## config.mk

```make
export PLATFORM = sky130hd
export DESIGN_NAME = inst_window_fifo
export DESIGN_NICKNAME = d
export VERILOG_FILES = /design/src/rtl/risc16_pkg.sv /design/src/rtl/ptr_ring.sv /design/src/rtl/inst_window_fifo.sv
export SDC_FILE = /design/constraint.sdc
export NUM_CORES = 1
export LEC_CHECK = 0
export CAP_MARGIN = 20
export CELL_PAD_IN_SITES_DETAIL_PLACEMENT = 1
export CELL_PAD_IN_SITES_GLOBAL_PLACEMENT = 1
export CORE_MARGIN = 5
export CORE_UTILIZATION = 55
export CTS_CLUSTER_DIAMETER = 150
export DETAILED_ROUTE_END_ITERATION = 10
export GPL_TIMING_DRIVEN = 0
export PLACE_DENSITY = 0.86
export RECOVER_POWER = 100
export SETUP_SLACK_MARGIN = 0.02
export SLEW_MARGIN = 30
export SYNTH_ARGS = -nofsm -noshare
export SYNTH_HDL_FRONTEND = slang
export SYNTH_SLANG_ARGS = --single-unit
```

## constraint.sdc

```tcl
create_clock -name i_clk -period 7.7 [get_ports i_clk]
set_clock_uncertainty 0.2 [all_clocks]
set_input_delay 2.31 -clock i_clk [delete_from_list [all_inputs] [get_ports i_clk]]
set_output_delay 2.31 -clock i_clk [all_outputs]
set_load 0.05 [all_outputs]
```

## src/rtl/risc16_pkg.sv

```systemverilog
// Shared RiSC-16 types: default widths, opcode encoding and the (pc, inst) window entry.
package risc16_pkg;

   localparam int c_WORD_LEN = 16;
   localparam int c_PC_LEN   = 16;
   localparam int c_DEPTH    = 8;

   typedef enum logic [2:0] {
      OP_ADD  = 3'd0,
      OP_ADDI = 3'd1,
      OP_NAND = 3'd2,
      OP_LUI  = 3'd3,
      OP_SW   = 3'd4,
      OP_LW   = 3'd5,
      OP_BEQ  = 3'd6,
      OP_JALR = 3'd7
   } opcode_e;

   typedef struct packed {
      logic [c_PC_LEN-1:0]   pc;
      logic [c_WORD_LEN-1:0] inst;
   } entry_t;

   function automatic opcode_e opcode_of(input logic [c_WORD_LEN-1:0] inst);
      return opcode_e'(inst[c_WORD_LEN-1 -: 3]);
   endfunction

endpackage

```

## src/rtl/ptr_ring.sv

```systemverilog
// Wrapping ring pointer: next = (load ? load_val : ptr - sub) + inc, modulo p_DEPTH.
// o_base is the combinational pre-increment value, used as the write slot for this cycle.
module ptr_ring #(
   parameter int  p_DEPTH = 8,
   localparam int c_PW    = $clog2(p_DEPTH)
) (
   input  logic            i_clk,
   input  logic            i_rst,
   input  logic            i_load,
   input  logic [c_PW-1:0] i_load_val,
   input  logic [c_PW-1:0] i_sub,
   input  logic            i_inc,
   output logic [c_PW-1:0] o_ptr,
   output logic [c_PW-1:0] o_base
);

   logic [c_PW-1:0] ptr;

   assign o_base = i_load ? i_load_val : (ptr - i_sub);
   assign o_ptr  = ptr;

   always_ff @(posedge i_clk or negedge i_rst) begin
      if (!i_rst) ptr <= '0;
      else        ptr <= o_base + c_PW'(i_inc);
   end

endmodule

```

## src/rtl/inst_window_fifo.sv

```systemverilog
// In-flight (pc, inst) window: push at fetch, pop at commit, squash youngest on redirect.
// Head is fall-through (push visible next cycle); full pushes drop and set sticky o_overflow.
module inst_window_fifo
   import risc16_pkg::*;
#(
   parameter int  p_WORD_LEN = c_WORD_LEN,
   parameter int  p_PC_LEN   = c_PC_LEN,
   parameter int  p_DEPTH    = c_DEPTH,
   localparam int p_CNT_LEN  = $clog2(p_DEPTH + 1)
) (
   input  logic                  i_clk,
   input  logic                  i_rst,
   input  logic                  i_push,
   input  logic [p_PC_LEN-1:0]   i_push_pc,
   input  logic [p_WORD_LEN-1:0] i_push_inst,
   input  logic                  i_pop,
   output logic [p_PC_LEN-1:0]   o_head_pc,
   output logic [p_WORD_LEN-1:0] o_head_inst,
   input  logic                  i_squash,
   input  logic [p_CNT_LEN-1:0]  i_squash_cnt,
   output logic [p_CNT_LEN-1:0]  o_count,
   output logic                  o_empty,
   output logic                  o_full,
   output logic                  o_overflow,
   output logic                  o_underflow
);

   localparam int                   c_PW   = $clog2(p_DEPTH);
   localparam logic [p_CNT_LEN-1:0] c_FULL = p_CNT_LEN'(p_DEPTH);

   typedef struct packed {
      logic [p_PC_LEN-1:0]   pc;
      logic [p_WORD_LEN-1:0] inst;
   } win_entry_t;

   win_entry_t           mem [p_DEPTH];
   logic [p_CNT_LEN-1:0] count;
   logic [c_PW-1:0]      rd_ptr, rd_base, rd_post, wr_ptr, wr_base;

   logic                 pop_ok, push_ok, sq_over;
   logic [p_CNT_LEN-1:0] sq_n, cnt_pop, cnt_sq, cnt_nxt;

   // Pop, then squash, then push, all against pre-edge state.
   always_comb begin
      pop_ok  = i_pop && (count != '0);
      cnt_pop = count - p_CNT_LEN'(pop_ok);
      sq_n    = i_squash ? i_squash_cnt : '0;
      sq_over = (sq_n > cnt_pop);
      cnt_sq  = sq_over ? '0 : (cnt_pop - sq_n);
      push_ok = i_push && (cnt_sq < c_FULL);
      cnt_nxt = cnt_sq + p_CNT_LEN'(push_ok);
   end

   assign rd_post = rd_ptr + c_PW'(pop_ok);

   ptr_ring #(.p_DEPTH(p_DEPTH)) u_rd_ring (
      .i_clk      (i_clk),
      .i_rst      (i_rst),
      .i_load     (1'b0),
      .i_load_val ('0),
      .i_sub      ('0),
      .i_inc      (pop_ok),
      .o_ptr      (rd_ptr),
      .o_base     (rd_base)
   );

   // An over-squash collapses the tail back onto the post-pop head.
   ptr_ring #(.p_DEPTH(p_DEPTH)) u_wr_ring (
      .i_clk      (i_clk),
      .i_rst      (i_rst),
      .i_load     (sq_over),
      .i_load_val (rd_post),
      .i_sub      (sq_n[c_PW-1:0]),
      .i_inc      (push_ok),
      .o_ptr      (wr_ptr),
      .o_base     (wr_base)
   );

   always_ff @(posedge i_clk) begin
      if (push_ok) mem[wr_base] <= '{pc: i_push_pc, inst: i_push_inst};
   end

   always_ff @(posedge i_clk or negedge i_rst) begin
      if (!i_rst) begin
         count       <= '0;
         o_overflow  <= 1'b0;
         o_underflow <= 1'b0;
      end else begin
         count <= cnt_nxt;
         if (i_push && !push_ok)                       o_overflow  <= 1'b1;
         if ((i_pop && count == '0) || sq_over)        o_underflow <= 1'b1;
      end
   end

   assign o_count     = count;
   assign o_empty     = (count == '0);
   assign o_full      = (count == c_FULL);
   assign o_head_pc   = o_empty ? '0 : mem[rd_base].pc;
   assign o_head_inst = o_empty ? '0 : mem[rd_base].inst;

endmodule
```

# Yosys cells after proc, flatten, opt, wreduce, memory -nomap -nowiden
# Memory sizes are Yosys's and may differ from the RTL's.
# Cells that the tools add are included.
[totals] latch_bits=0 mem_bits_rw=256 word_cells=30 mem_count=1 register_bits=12 rom_bits=0
[op_classes] div_mod_pow=0 shift=0 bitwise=0 n_reduce_logical=8 eq_ne=1 mul=0 n_addsub=6 n_mux=7 order_cmp=2
[memory_table] name="mem" words=8 width=32 rd=1 rd_clocked_by_memory_dff=0 write_ports=1 line="inst_window_fifo.sv:36" source="win_entry_t mem [p_DEPTH];"
[ops] operator="two-way mux 16 bit" count=2
[ops] operator="two-way mux 4 bit" count=2
[ops] operator="adder 3 x 1 -> 3 bit" count=2
[ops] operator="adder 4 x 1 -> 4 bit" count=1
[ops] operator="== test 4 bit (second input constant)" count=1
[ops] operator="> comparator 4 bit" count=1
[ops] operator="logical AND 1 bit" count=4
[ops] operator="zero test 4 bit" count=1
[ops] operator="less-than comparator 4 bit (second input constant)" count=1
[ops] operator="nonzero test 4 bit" count=1
[ops] operator="subtractor 4 x 1 -> 4 bit" count=1
[ops] operator="subtractor 4 bit" count=1
[ops] operator="two-way mux 3 bit" count=1
[ops] operator="subtractor 3 bit" count=1
[ops] operator="two-way mux 1 bit" count=2
[ops] operator="zero test 1 bit" count=1
[ops] operator="logical OR 1 bit" count=1

# Longest topological paths before layout
[logic_depth] depth_word=9 ltp_mapped=15 depth_no_buf=15

# Hierarchy
# A second synthesis with hierarchy kept.
[hier_totals] cells_unflattened=511 area_unflattened_um2=10805.4
[by_module_without_submodules] mod="inst_window_fifo" cells_per_inst=477 seq_area_each_um2=7837.5 area_each_um2=10382.5 n_inst=1
[by_module_without_submodules] mod="ptr_ring" cells_per_inst=17 seq_area_each_um2=75.1 area_each_um2=211.5 n_inst=2

# Least setup slack after synthesis
# No wires, ideal clock.
[synth_path] kind="input port to flip-flop" from="input port i_pop" to="memory mem[1][0] (netlist bit) (enable)" required_ps=7079 n_path_buf=0 setup_slack_ps=1532 setup_ps=421 cell_stages=9 arrival_time_ps=5546 path_cell_list="nor2b_1 -> ha_1 -> ha_1 -> fa_1 -> and2b_1 -> o22ai_4 -> nor4b_2 -> a211oi_2 -> nor2_1"
[synth_between] elab_chain_len=8 elab_cells_between_ends=11 cone_classes="add/sub (3); order compare (2); mux (4); reduce/logical (2)"
[synth_lines] element="start, declared" line="inst_window_fifo.sv:16" source="input logic i_pop,"
[synth_lines] element="logical AND 1 bit *" line="inst_window_fifo.sv:45" source="pop_ok = i_pop && (count != '0);"
[synth_lines] element="subtractor 4 x 1 -> 4 bit" line="inst_window_fifo.sv:46" source="cnt_pop = count - p_CNT_LEN'(pop_ok);"
[synth_lines] element="subtractor 4 bit or > comparator 4 bit (tied branches)" line="inst_window_fifo.sv:49, inst_window_fifo.sv:48"
[synth_lines] element="two-way mux 4 bit" line="inst_window_fifo.sv:49" source="cnt_sq = sq_over ? '0 : (cnt_pop - sq_n);"
[synth_lines] element="less-than comparator 4 bit" line="inst_window_fifo.sv:50" source="push_ok = i_push && (cnt_sq < c_FULL);"
[synth_lines] element="logical AND 1 bit" line="inst_window_fifo.sv:50"
[synth_lines] element="two-way mux 1 bit" line="inst_window_fifo.sv:80" source="if (push_ok) mem[wr_base] <= '{pc: i_push_pc, inst: i_push_inst};"
[synth_lines] element="two-way mux 1 bit (implied by the code)" line="inst_window_fifo.sv:80"
[synth_lines] element="end, declared" line="inst_window_fifo.sv:36"
# Every way passes the cells marked *; elsewhere a longest branch is shown, timed or not.

# Worst setup path in the final report
[layout_path] from="input port i_pop" to="memory mem[5][20] (netlist bit) (enable)"
# Same word-level chain as after synthesis.

==> qor.csv <==
stage;metric;value;unit
yosys;ys_types;46;
setup_path;arrival;6800;ps
global_routing;grt.total_usage;24.36;%
sta;fmax;0.1490;GHz
sta;period_share;87.16;%
sta;tightest_slew;1624;ps
sta;slew_headroom;-9.242;%
setup_path;start_kind;primary input;
sta;finalHoldViolCount;0;
detailed_routing;dr.pass1.iters;4;
final_layout;layout_commonest_cell;edfxtp_1;
status;violations;max-capacitance violations, max-slew violations;
setup_path;criticalPathCategory;in2reg;
sta;setup_slack;988.9;ps
min_path;min_path_type;reg2reg;
final_layout;fill_cells;1617;
yosys;netlist_area;0.01079;sq mm
floorplanning;pin_count;81;
detailed_routing;drt_iter0_markers;358;
cts;cts_buffer_depth;3;
sta;whs;276.1;ps
final_layout;design_area;0.01326;sq mm
sta;drv_slew;9;
detailed_routing;via_per_inst;5.914;
placed_design;dpl-instance-area;0.01239;sq mm
floorplanning;chipWidth;150.1;microns
placed_design;place_inst;876;
yosys;synth_edf_count;256;
run;max_cap_viol_count;1;
global_routing;grt_overflow;0;
placed_design;port_buffers;80;
final_layout;nets;696;
yosys;yosysWarnings;0;
global_routing;grt_max_degree;18;
yosys;yosys.area.top_type;edfxtp_1;
detailed_routing;antenna_left;0;
yosys;synthFlopType;edfxtp_1;
detailed_routing;wl_per_cell;28.48;microns
yosys;synth_top_area_share;71.22;%
sta;setup-violations-final;0;
final_layout;fin_cells;928;
cts;clk_latency;540;ps
cts;ctsHoldBuffers;0;
placed_design;pre_cts_slack;1342;ps
status;status;complete, but fails checks;
sta;period_minus_slack;6711;ps
yosys;syn_nets;570;
cts;ctsResizeCount;0;
floorplanning;initial_utilization;55.64;%
detailed_routing;drc;0;
sta;rsz0062_at_grt;false;
yosys;syn_avg_cell_area;20.96;sq um
setup_path;crit_required;7790;ps
cts;clk_pin_slew;60;ps
setup_path;path_max_fanout;13;
detailed_routing;vias;5488;
floorplanning;coreArea;0.01940;sq mm
yosys;syn_inst;515;
global_routing;grt_pass1_wl;39650;microns
cts;cts_made_buffers;28;
yosys;synth.ff_latch_count;268;
cts;post_cts_buffers;0;
placed_design;gp_congestion;0.7991;
cts;cts_tree;done;
floorplanning;num_rows;51;
cts;ctsHtreeMaxLevel;1;
yosys;async_flop_share;4.478;%
detailed_routing;wirelength;26430;microns
setup_path;endpoint_kind;flip-flop;
placed_design;hpwlAfterDp;16510;microns
yosys;yosysSeqAreaShare;74.00;%
final_layout;area_growth;22.82;%
yosys;ys_top_cells_by_area;edfxtp_1 71%, mux4_2 13%, mux2i_1 3.1%;
final_layout;layout_common_cells;256 x edfxtp_1, 72 x dlygate4sd3_1, 64 x mux4_2, 43 x nor2_1, 33 x mux2i_1;
cts;cts.sinks;268;
final_layout;drive_gt1_share;22.96;%
global_routing;grt_pass1_vias;6208;
floorplanning;die_area;0.02253;sq mm
global_routing;antenna_found_initial;2;
cts;cts_root_buffer;clkbuf_16;
floorplanning;fp.dieH;150.1;microns
area by class of cell:
class / instances / area, sq um / area share (%)
multi-input cells: 216 / 2610 / 19.69
plain buffers: 23 / 160.2 / 1.208
repair buffers: 96 / 1204 / 9.079
flip-flops and latches: 268 / 7988 / 60.25
clock buffers: 37 / 744.5 / 5.615
well taps: 265 / 331.6 / 2.501
inverters: 8 / 30.03 / 0.2265
clock inverters: 14 / 187.7 / 1.416
diodes: 1 / 2.502 / 0.01888
metal layers:
| metal | global-route usage, % | routed length [microns] |
|---|---|---|
| met5 | 0 | 7 |
| met4 | 6.633 | 653 |
| met3 | 2.920 | 1207 |
| met2 | 43.73 | 14230 |
| met1 | 31.77 | 10330 |
state kept, by name, summed over array words and instances, names as in the netlist:
name	count
mem	256
o_count	4
o_overflow	1
u_rd_ring.o_ptr	3
o_underflow	1
u_wr_ring.o_ptr	3
cell families (layout without fill, tap and decap cells):
kind of cell,count (synthesis),count (layout),share of synthesized area (%)
AND/OR/NAND/NOR,75,75,3.396
other,0,1,0
AO/OA/AOI/OAI,20,20,1.750
multiplexers,98,98,16.52
buffers and inverters,31,178,1.843
XOR/XNOR,9,9,0.7302
flip-flops,268,268,74.00
adder cells (fa/ha/maj),14,14,1.762
through the flow:
stage	utilization, %	TNS [ps]
floorplan	-	0
detailed placement	63.87	0
global placement	61.48	-120590
finish	68.34	0
CTS	68.67	0
global route	68.34	0
Yosys cell counts (2+ instances only):
master    count
nor2_1       49
clkbuf_1      2
buf_2        11
mux2i_1      33
o21ai_0       2
ha_1         12
nor2_4        2
buf_6         9
mux4_2       64
fa_1          2
nor3_1        2
o2111a_1      2
xor2_1        4
a21oi_1       3
nor2b_1       2
nand2_1       7
and3_1        2
dfrtp_1      12
edfxtp_1    256
and2b_1       2
xnor2_1       5
inv_1         8
worst max-delay path, stage by stage:
cell	delay, ps
dlygate4sd3_1	560
nor2b_1	190
ha_1	320
ha_1	190
xor2_1	150
ha_1	320
or2_4	280
o22ai_1	670
nor4b_1	120
a211oi_1	1060
nor2_4	350
buf_16	280
path summary, 6_finish.rpt:
check	start	end	slack, ps	depth (start not counted)
max	i_pop	mem[5][20]$_DFFE_PP_	990	12
min	o_underflow$_DFFE_PN0P_	o_underflow$_DFFE_PN0P_	280	2
max reg2reg	o_count[2]$_DFF_PN0_	mem[5][20]$_DFFE_PP_	1450	12
min reg2reg	o_underflow$_DFFE_PN0P_	o_underflow$_DFFE_PN0P_	280	2
max in group asynchronous	i_rst	o_count[0]$_DFF_PN0_	4910	1
min in group asynchronous	i_rst	o_count[3]$_DFF_PN0_	2010	1
Power is not shown: default switching activity piles up to over one toggle a cycle in this logic, so the estimate is an artifact.
